===== config.mk =====
export PLATFORM = sky130hd
export DESIGN_NAME = store_narrow_unit
export DESIGN_NICKNAME = d
export VERILOG_FILES = /design/src/rtl/mips_mem_pkg.sv /design/src/rtl/byte_merge.sv /design/src/rtl/store_narrow_unit.sv
export SDC_FILE = /design/constraint.sdc
export NUM_CORES = 1
export LEC_CHECK = 0
export ABC_AREA = 1
export CORE_MARGIN = 2
export CORE_UTILIZATION = 51
export CTS_CLUSTER_DIAMETER = 100
export DETAILED_ROUTE_END_ITERATION = 10
export PLACE_DENSITY = 0.89
export SLEW_MARGIN = 20
export SYNTH_ARGS = -nofsm -noshare
export SYNTH_HDL_FRONTEND = slang
export SYNTH_SLANG_ARGS = --single-unit

===== constraint.sdc =====
create_clock -name clk -period 5.5 [get_ports clk]
set_input_delay 0.825 -clock clk [delete_from_list [all_inputs] [get_ports clk]]
set_output_delay 0.825 -clock clk [all_outputs]
set_load 0.02 [all_outputs]

===== src/rtl/mips_mem_pkg.sv =====
// ----------------------------------------------------------------------------
// mips_mem_pkg: size and state encodings shared by the store-narrowing path.
// Rev 1.0
// ----------------------------------------------------------------------------
`default_nettype none

package mips_mem_pkg;

  typedef enum logic [1:0] {
    SZ_BYTE = 2'b00,
    SZ_HALF = 2'b01,
    SZ_WORD = 2'b10,
    SZ_RSVD = 2'b11
  } size_e;

  typedef enum logic [2:0] {
    ST_IDLE  = 3'd0,
    ST_READ  = 3'd1,
    ST_MERGE = 3'd2,
    ST_WRITE = 3'd3,
    ST_DONE  = 3'd4
  } state_e;

  // Reserved size is rejected just like a misaligned access.
  function automatic logic is_misaligned(input logic [1:0] sz, input logic [1:0] a_lo);
    case (sz)
      SZ_BYTE: return 1'b0;
      SZ_HALF: return a_lo[0];
      SZ_WORD: return (a_lo != 2'b00);
      default: return 1'b1;
    endcase
  endfunction

endpackage

`default_nettype wire


===== src/rtl/byte_merge.sv =====
// ----------------------------------------------------------------------------
// byte_merge: replaces the addressed byte/half lane(s) of a word, or the whole word.
// Rev 1.0
// ----------------------------------------------------------------------------
`default_nettype none

module byte_merge
  import mips_mem_pkg::*;
#(
  parameter bit BIG_ENDIAN = 1'b0
) (
  input  logic [31:0] old_i,
  input  logic [31:0] data_i,
  input  logic [1:0]  size_i,
  input  logic [1:0]  lane_sel_i,
  output logic [31:0] merged_o
);

  logic [1:0] byte_lane;
  logic       half_lane;

  assign byte_lane = BIG_ENDIAN ? (2'd3 - lane_sel_i) : lane_sel_i;
  assign half_lane = lane_sel_i[1] ^ BIG_ENDIAN;

  always_comb begin
    merged_o = old_i;
    case (size_i)
      SZ_BYTE: merged_o[{byte_lane, 3'b000} +: 8]  = data_i[7:0];
      SZ_HALF: merged_o[{half_lane, 4'b0000} +: 16] = data_i[15:0];
      SZ_WORD: merged_o = data_i;
      default: merged_o = old_i;
    endcase
  end

endmodule

`default_nettype wire


===== src/rtl/store_narrow_unit.sv =====
// ----------------------------------------------------------------------------
// store_narrow_unit: sb/sh/sw sequencer doing read-modify-write for narrow stores.
// Rev 1.0
// ----------------------------------------------------------------------------
`default_nettype none

module store_narrow_unit
  import mips_mem_pkg::*;
#(
  parameter bit BIG_ENDIAN = 1'b0
) (
  input  logic        clk,
  input  logic        rst_n,
  input  logic        req,
  input  logic [1:0]  size,
  input  logic [31:0] addr,
  input  logic [31:0] wdata,
  output logic        busy,
  output logic        done,
  output logic        misalign,
  output logic [29:0] mem_addr,
  output logic        mem_rd,
  input  logic [31:0] mem_rdata,
  output logic        mem_wr,
  output logic [31:0] mem_wdata
);

  state_e      state_q;
  size_e       size_q;
  logic [31:0] addr_q;
  logic [31:0] wdata_q;
  logic [31:0] word_q;
  logic        mem_rd_q;
  logic        mem_wr_q;
  logic        done_q;
  logic        misalign_q;
  logic [31:0] merged_word;

  byte_merge #(
    .BIG_ENDIAN (BIG_ENDIAN)
  ) u_byte_merge (
    .old_i      (word_q),
    .data_i     (wdata_q),
    .size_i     (size_q),
    .lane_sel_i (addr_q[1:0]),
    .merged_o   (merged_word)
  );

  always_ff @(posedge clk) begin
    if (!rst_n) begin
      state_q    <= ST_IDLE;
      size_q     <= SZ_BYTE;
      addr_q     <= '0;
      wdata_q    <= '0;
      word_q     <= '0;
      mem_rd_q   <= 1'b0;
      mem_wr_q   <= 1'b0;
      done_q     <= 1'b0;
      misalign_q <= 1'b0;
    end else begin
      mem_rd_q   <= 1'b0;
      mem_wr_q   <= 1'b0;
      done_q     <= 1'b0;
      misalign_q <= 1'b0;
      case (state_q)
        ST_IDLE: begin
          if (req) begin
            size_q  <= size_e'(size);
            addr_q  <= addr;
            wdata_q <= wdata;
            if (is_misaligned(size, addr[1:0])) begin
              state_q    <= ST_DONE;
              done_q     <= 1'b1;
              misalign_q <= 1'b1;
            end else if (size == SZ_WORD) begin
              state_q  <= ST_WRITE;
              mem_wr_q <= 1'b1;
            end else begin
              state_q  <= ST_READ;
              mem_rd_q <= 1'b1;
            end
          end
        end
        ST_READ:  state_q <= ST_MERGE;
        // Read data arrives one cycle after the strobe, i.e. during MERGE.
        ST_MERGE: begin
          word_q   <= mem_rdata;
          state_q  <= ST_WRITE;
          mem_wr_q <= 1'b1;
        end
        ST_WRITE: begin
          state_q <= ST_DONE;
          done_q  <= 1'b1;
        end
        ST_DONE:  state_q <= ST_IDLE;
        default:  state_q <= ST_IDLE;
      endcase
    end
  end

  assign busy      = (state_q != ST_IDLE);
  assign done      = done_q;
  assign misalign  = misalign_q;
  assign mem_addr  = addr_q[31:2];
  assign mem_rd    = mem_rd_q;
  assign mem_wr    = mem_wr_q;
  assign mem_wdata = mem_wr_q ? merged_word : 32'h0;

endmodule

`default_nettype wire


* After elaboration in Yosys (flattened, before gate mapping) *
Cells that the tools add are included.

operators by class
  equal/unequal tests = 8
  muxes and demuxes = 20
  shift-type cells = 4
  bitwise logic cells = 3
  reduce and logical (&&, ||, !) cells = 8
  add/sub/neg operators = 2

operators by type and width
  operator                                                                 number
  32-bit case mux with 3 select lines                                      1
  32-bit bitwise mux                                                       2
  32-bit 2-to-1 mux                                                        1
  16-bit by 7-bit variable shift with 32-bit output, first input constant  1
  8-bit by 7-bit variable shift with 32-bit output, first input constant   1
  16-bit by 7-bit indexed part select with 32-bit output                   1
  8-bit by 7-bit indexed part select with 32-bit output                    1
  5-bit negation with 7-bit output                                         2
  3-bit case mux with 4 select lines                                       1
  1-bit 2-to-1 mux                                                         9
  3-bit by 2-bit == test with 1-bit output, second input constant          2
  3-bit 2-to-1 mux                                                         2
  2-bit by 1-bit == test with 1-bit output, second input constant          2
  2-bit == test, second input constant                                     2
  2-bit logical NOT                                                        2
  1-bit case mux with 2 select lines                                       2
  2-bit AND reduction                                                      2
  4-bit OR reduction                                                       1
  3-bit by 1-bit == test with 1-bit output, second input constant          1
  3-bit logical NOT                                                        1
  1-bit inverter                                                           3
  1-bit case mux with 3 select lines                                       1
  3-bit nonzero test                                                       1
  2-bit 2-to-1 mux                                                         1
  other kinds (2)                                                          2

word-level totals
  output and inout bits = 67
  register bits = 105
  logic and storage cells = 54
  input port bits = 101

* Depth between registers and ports, before layout *
Gate-level depths: netlist of the first run.

  depth in word-level cells = 8
  depth in mapped cells = 12
  gate-level depth less buffers = 9

* By module *
A second synthesis of the first run with hierarchy kept.

second synthesis, totals
  cells, all modules = 965
  area total of the unflattened synthesis = 5929.4 um^2

by module, submodules not included
  module             area an instance (um^2)  times used  sequential area each (um^2)  cells an instance
  store_narrow_unit  4184.0                   1           2102.0                       569
  byte_merge         1745.4                   1           0.0                          396

* Worst setup path before layout of the first run *
OpenSTA, ideal clock, no wires.

  path kind = register to output
  from = reg addr_q[0]
  to = out mem_wdata[0]
  setup slack = 2880 ps
  required time = 4675 ps
  data arrival time = 1795 ps
  path buffers = 2
  cell stages (with the launch flop) = 10
  cells stage by stage = dfxtp_1 > buf_2 > inv_1 > buf_2 > ha_1 > nor2_1 > nand3_1 > nand3_2 > nand2_1 > a21oi_1

on the way
  longest elaborated chain between the ends = 5
  elaborated cells on any way between the ends = 6
  classes of those cells = add/sub: 1; shift: 2; mux: 3

RTL lines
  what                                                                                                                              RTL line                  RTL
  from (decl)                                                                                                                       store_narrow_unit.sv:30   logic [31:0] addr_q;
  from (signal assigned)                                                                                                            store_narrow_unit.sv:69   addr_q <= addr;
  5-bit negation with 7-bit output (*)                                                                                              byte_merge.sv:28          SZ_BYTE: merged_o[{byte_lane, 3'b000} +: 8] = data_i[7:0];
  8-bit by 7-bit indexed part select with 32-bit output / 8-bit by 7-bit variable shift with 32-bit output (equally long branches)  byte_merge.sv:28
  32-bit bitwise mux (*)                                                                                                            byte_merge.sv:28
  32-bit case mux with 3 select lines (*)                                                                                           byte_merge.sv:27          case (size_i)
  32-bit 2-to-1 mux (*)                                                                                                             store_narrow_unit.sv:107  assign mem_wdata = mem_wr_q ? merged_word : 32'h0;
  to (decl)                                                                                                                         store_narrow_unit.sv:25   output logic [31:0] mem_wdata

Mark *: on every way between the ends. The rest lies on a longest branch, timed or not.

* Final worst setup path of the first run *
  from = reg addr_q[0]
  to = out mem_wdata[22]

Same word-level chain as after synthesis.

==> results.toml, run 1 <==
[placement]
portBuffers = 167
dpl.hpwl_um = 10800
post_dp_cell_area_sq_mm = 0.00681
gp_congestion = 0.954

[timing]
finalCritPeriodShare_pct = 71.2
rsz0062_at_grt = "false"
hold_ws_ns = 0.463
clock.fmax_mhz = 255
timing.slew.headroom_pct = 36.6
drv_slew = 0
worst_pin_slew_ns = 0.949
final-setup-viol-count = 0
finalSetupTns_ns = 0
skew_ns = 0.0133
finalHoldViolations = 0
period_minus_slack_ns = 3.92

[floorplan]
die-area_sq_mm = 0.0115
core_sq_mm = 0.0104
initial_core_util_pct = 52.6
io_pins = 168
die_w_um = 107
num_rows = 37
die_h_um = 107

[logic_synthesis]
synth_edf_count = 0
synth.distinct_cells = 31
syn_nets = 921
async_flop_share_pct = 0
syn_inst = 815
yosysWarningCount = 0
synth_flop_cell = "dfxtp_1"
synth_area_sq_mm = 0.00545
synth-seq-cells = 105
synth-seq-area-share_pct = 38.5
syn_avg_cell_area_sq_um = 6.69

[critical_path]
crit_required_ns = 4.68
end_kind = "output pin"
worstReg2RegEnd = "state_q[2]"
r2r_cells = 5
regToRegStartpoint = "state_q[2]"
arrival_ns = 3.09
critPathKind = "reg2out"
setup.worst_path.start_class = "register"
crit_path_max_incr_delay_ns = 0.59
slowest_stage = "clkdlybuf4s50_1"
path_max_fanout = 16
cp_top_family = "buffers and inverters"
path_cells = "inv_1, ha_1, inv_1, nand2_1, o21ai_0, nand2_1, nand3_1, nand2_1, inv_1, clkdlybuf4s50_1"
r2r_slack_ns = 2.88
crit_buf_inv = 4

[power]
irDropWorstVdd_mv = 0.198
leakagePower_nw = 2.76
power.density_mw_per_mm2 = 254

[routing]
drc = 0
first_pass_iters = 5
vias = 5574
routed_wl_um = 15000
antenna_left = 0
drt_iter0_drc = 359
wl_per_cell_um = 14.1
viasPerCell = 5.25

[run]
cap_violations = 0

[finish]
mostFrequentLayoutCells = "nand2_1, clkdlybuf4s50_1, a21oi_1, dfxtp_1, nor2_1"
final.fill_count = 953
nets = 1026
final_common_cell = "nand2_1"
area_growth_pct = 28.2
drive_above_1_share_pct = 4.11
fin_area_sq_mm = 0.00699
antenna_cells = 0

[min_path]
hold_depth = 2
hold_end = "wdata_q[29]"
worstHoldStart = "wdata_q[29]"
hold_class = "reg2reg"

[run_status]
status = "finished clean"

[clock_network]
cts_tree = "done"
cts_setup_buffers = 0
cts-root-buf = "clkbuf_8"
cts.repair.resized = 0
clock_latency_ns = 0.37
cts_buffers = 9
holdBufCountCts = 0
cts.path.max_buffers = 2
htreeDepth = 3
numClockSinks = 105
cts.reportedPaths.clkPinSlew_ns = 0.09

[global_route]
grt_first_pass_wirelength_um = 24500
track_usage_pct = 26.3
antenna_found_initial = 0
grt_overflow = 0
grt_max_degree = 83
grt_pass1_vias = 5183
## synth_stat cells (2+ instances only)
cell type / n / area [sq um]
a21oi_1: 110 / 551
buf_2: 15 / 75.1
buf_4: 34 / 255
buf_6: 8 / 90.1
clkbuf_1: 16 / 60.1
clkbuf_2: 2 / 10.0
dfxtp_1: 105 / 2100
ha_1: 5 / 62.6
inv_1: 45 / 169
inv_2: 3 / 11.3
nand2_1: 246 / 923
nand2_2: 3 / 18.8
nand3_1: 18 / 90.1
nand4_1: 14 / 87.6
nor2_1: 95 / 357
nor2_4: 2 / 22.5
o21ai_0: 78 / 390
o21ai_4: 2 / 32.5
o32ai_1: 2 / 17.5
## per-stage QoR
step                      util [%]  power, mW  std cells  setup WS (ns)
after global routing          67.4       1.88       1061           1.32
after global placement        65.7       1.34       1045           2.03
after floorplan                  -       1.20        815           2.88
after CTS                     67.4       1.79       1061           1.65
after detailed placement      65.7       1.34       1045           2.06
final                         67.4       1.78       1061           1.58
## how the worst max path moves through the flow
stage	start	endpoint	slack [ns]	depth (start not counted)
2_1_floorplan	addr_q[0]	mem_wdata[0]	2.88	9
3_3_place_gp	addr_q[0]	mem_wdata[22]	2.03	10
3_5_place_dp	addr_q[0]	mem_wdata[22]	2.06	10
4_1_cts	addr_q[0]	mem_wdata[22]	1.65	10
5_1_grt	addr_q[0]	mem_wdata[22]	1.32	10
6_report	addr_q[0]	mem_wdata[22]	1.58	10
## worst min-delay path, delay by kind of cell (launching register included)
kind,cells,cell delay [ns]
AOI/OAI and AO/OA,1,0.05
buffers and inverters,1,0.06
DFF,1,0.31
## layout make-up
type                    count  area [sq um]  area share, %
multi-input cells         583          2650           37.9
flip-flops and latches    105          2100           30.1
repair buffers            170          1690           24.2
inverters                  51           200           2.86
well taps                 136           170           2.43
clock buffers              10           128           1.83
clock inverters             6          50.0          0.716
## power breakdown
group / total (mW) / switching [mW] / leakage [nW] / internal (mW)
sequential: 0.878 / 0.0568 / 0.860 / 0.821
clock: 0.443 / 0.273 / 0.0835 / 0.170
combinational: 0.457 / 0.266 / 1.82 / 0.190
## cells by family after synthesis
family / synth area share (%)
buffers and inverters: 12.9
DFF: 38.5
AOI/OAI and AO/OA: 18.3
adders and majority gates: 1.15
and+or+nand+nor: 29.1
## metal layers
metal	wire length, um	up-vias	share of wire (%)	track usage, %
met5	0	-	0	0
met4	243	0	1.6	6.59
met3	1110	22	7.4	5.69
met2	7180	205	48	46.1
met1	6450	2549	43	32.8
li1	-	2798	-	-
## state kept, by name (all words and copies together) (netlist names)
name	flops
addr_q	32
wdata_q	32
word_q	32
state_q	3
size_q	2
done	1
mem_rd	1
mem_wr	1
misalign	1
Power figures use the tool's default switching activity.
==> run 2, diff against run 1 <==
CORE_UTILIZATION = 47   (was 51)
PLACE_DENSITY = 0.83   (was 0.89)
clock period = 4.06 ns   (was 5.5 ns; I/O delays follow)
==> run 2 against run 1 <==
Wire length up 0.66%. Largest power group unchanged. Power up 52%. Setup slack worse by 1.2 ns. Worst hold slack better by 0.0011 ns. Global-route usage down 2.2 points. Via count down 1.4%. Utilization down 4.6 points. Clock-buffer cell count down 1. Flip-flop and latch count unchanged. Sequential share of layout area down 0.65 points. Sequential power up 34%.
==> results.toml, run 2 (synthesized netlist as in run 1, its figures left out) <==
[run_status]
status = "finished clean"

[finish]
final.fill_count = 1080
area_growth_pct = 31.0
drive_above_1_share_pct = 4.53
reg_top3 = "addr_q: 32 flops, wdata_q: 32 flops, word_q: 32 flops"
nets = 1029
seq_area_sq_mm = 0.00210
antenna_cells = 0
multi_input_area_sq_mm = 0.00265
final_common_cell = "nand2_1"
mostFrequentLayoutCells = "nand2_1, clkdlybuf4s50_1, a21oi_1, dfxtp_1, nor2_1"

[routing]
antenna_left = 0
vias = 5497
first_pass_iters = 5
viasPerCell = 5.13
drc = 0
wl_per_cell_um = 14.1
routed_wl_um = 15100
drt_iter0_drc = 445

[min_path]
hold_end = "addr_q[20]"
hold_class = "reg2reg"
hold_depth = 2
worstHoldStart = "addr_q[20]"

[critical_path]
path_cells = "inv_1, ha_1, inv_1, nand2_1, o21ai_0, nand2_1, nand3_1, nand2_1, inv_1, clkdlybuf4s50_1"
arrival_ns = 3.09
slowest_stage = "clkdlybuf4s50_1"
r2r_cells = 5
crit_buf_inv = 4
critPathKind = "reg2out"
r2r_slack_ns = 2.34
cp_top_family = "buffers and inverters"
end_kind = "output pin"
worstReg2RegEnd = "done"
crit_path_max_incr_delay_ns = 0.59
regToRegStartpoint = "state_q[2]"
path_max_fanout = 16
crit_required_ns = 3.45
setup.worst_path.start_class = "register"

[power]
leakagePower_nw = 2.84
power.density_mw_per_mm2 = 378
irDropWorstVdd_mv = 0.242

[timing]
hold_ws_ns = 0.464
final-setup-viol-count = 0
period_minus_slack_ns = 3.70
skew_ns = 0.00980
rsz0062_at_grt = "false"
finalSetupTns_ns = 0
finalHoldViolations = 0
worst_pin_slew_ns = 0.984
clock.fmax_mhz = 270
drv_slew = 0
finalCritPeriodShare_pct = 91.1
timing.slew.headroom_pct = 34.4

[global_route]
track_usage_pct = 24.1
grt_first_pass_wirelength_um = 24800
grt_max_degree = 82
grt_pass1_vias = 5162
grt_overflow = 0
antenna_found_initial = 0

[placement]
portBuffers = 167
gp_congestion = 0.944
dpl.hpwl_um = 10600

[clock_network]
htreeDepth = 3
clock_latency_ns = 0.35
cts-root-buf = "clkbuf_16"
numClockSinks = 105
holdBufCountCts = 0
cts_buffers = 9
cts_setup_buffers = 0
cts.reportedPaths.clkPinSlew_ns = 0.07
cts.repair.resized = 0
cts.path.max_buffers = 2
cts_tree = "done"

[run]
cap_violations = 0

[floorplan]
core_sq_mm = 0.0114
die_h_um = 112
initial_core_util_pct = 48.0
io_pins = 168
die_w_um = 112
num_rows = 39
die-area_sq_mm = 0.0125
run 2: changes by cell type in the layout (fill, tap and decap cells not counted):
cell,delta
bufinv_16,+1
clkbuf_1,-1
clkinv_2,+1
clkbuf_8,-9
clkbuf_16,+9
buf_4,+3
clkinv_4,-1
run 2: worst max path at each step:
stage | start | end | slack [ns] | depth (start not counted)
5_1_grt | addr_q[0] | mem_wdata[22] | 0.12 | 10
4_1_cts | addr_q[0] | mem_wdata[22] | 0.40 | 10
3_5_place_dp | addr_q[0] | mem_wdata[22] | 0.77 | 10
2_1_floorplan | addr_q[0] | mem_wdata[0] | 1.66 | 9
3_3_place_gp | addr_q[0] | mem_wdata[22] | 0.79 | 10
6_report | addr_q[0] | mem_wdata[22] | 0.36 | 10
run 2: layer usage:
metal	GRT usage, %	vias up	wire length [um]
met3	6.10	32	1220
met2	38.5	201	6810
met5	0	-	0
met1	31.4	2464	6660
li1	-	2800	-
met4	9.22	0	386
run 2: power by group:
part | total [mW] | switching [mW] | internal (mW)
clock | 0.895 | 0.411 | 0.483
combinational | 0.632 | 0.371 | 0.261
sequential | 1.18 | 0.0650 | 1.11
run 2: worst register-to-register path: stages (launching register included):
cell and delay, ns:
dfxtp_1 0.41, inv_2 0.07, nand3_4 0.08, clkinv_2 0.54, nand2_1 0.36, o32ai_1 0.12
run 2: final cells by class:
type,count,share of cell area (%)
multi-input cells,583,37.0
clock buffers,9,3.15
repair buffers,173,24.0
inverters,51,2.80
flip-flops and latches,105,29.4
clock inverters,7,1.07
well taps,143,2.50
run 2: metrics by stage:
step | util [%] | instances | power [mW] | setup WS (ns) | instance area, sq um
2_1_floorplan | - | 815 | 1.63 | 1.66 | 5450
3_3_place_gp | 60.2 | 1055 | 1.82 | 0.795 | 6850
3_5_place_dp | 60.2 | 1055 | 1.83 | 0.773 | 6850
4_1_cts | 62.9 | 1071 | 2.72 | 0.402 | 7150
5_1_grt | 62.9 | 1071 | 2.83 | 0.125 | 7150
6_report | 62.9 | 1071 | 2.70 | 0.361 | 7150
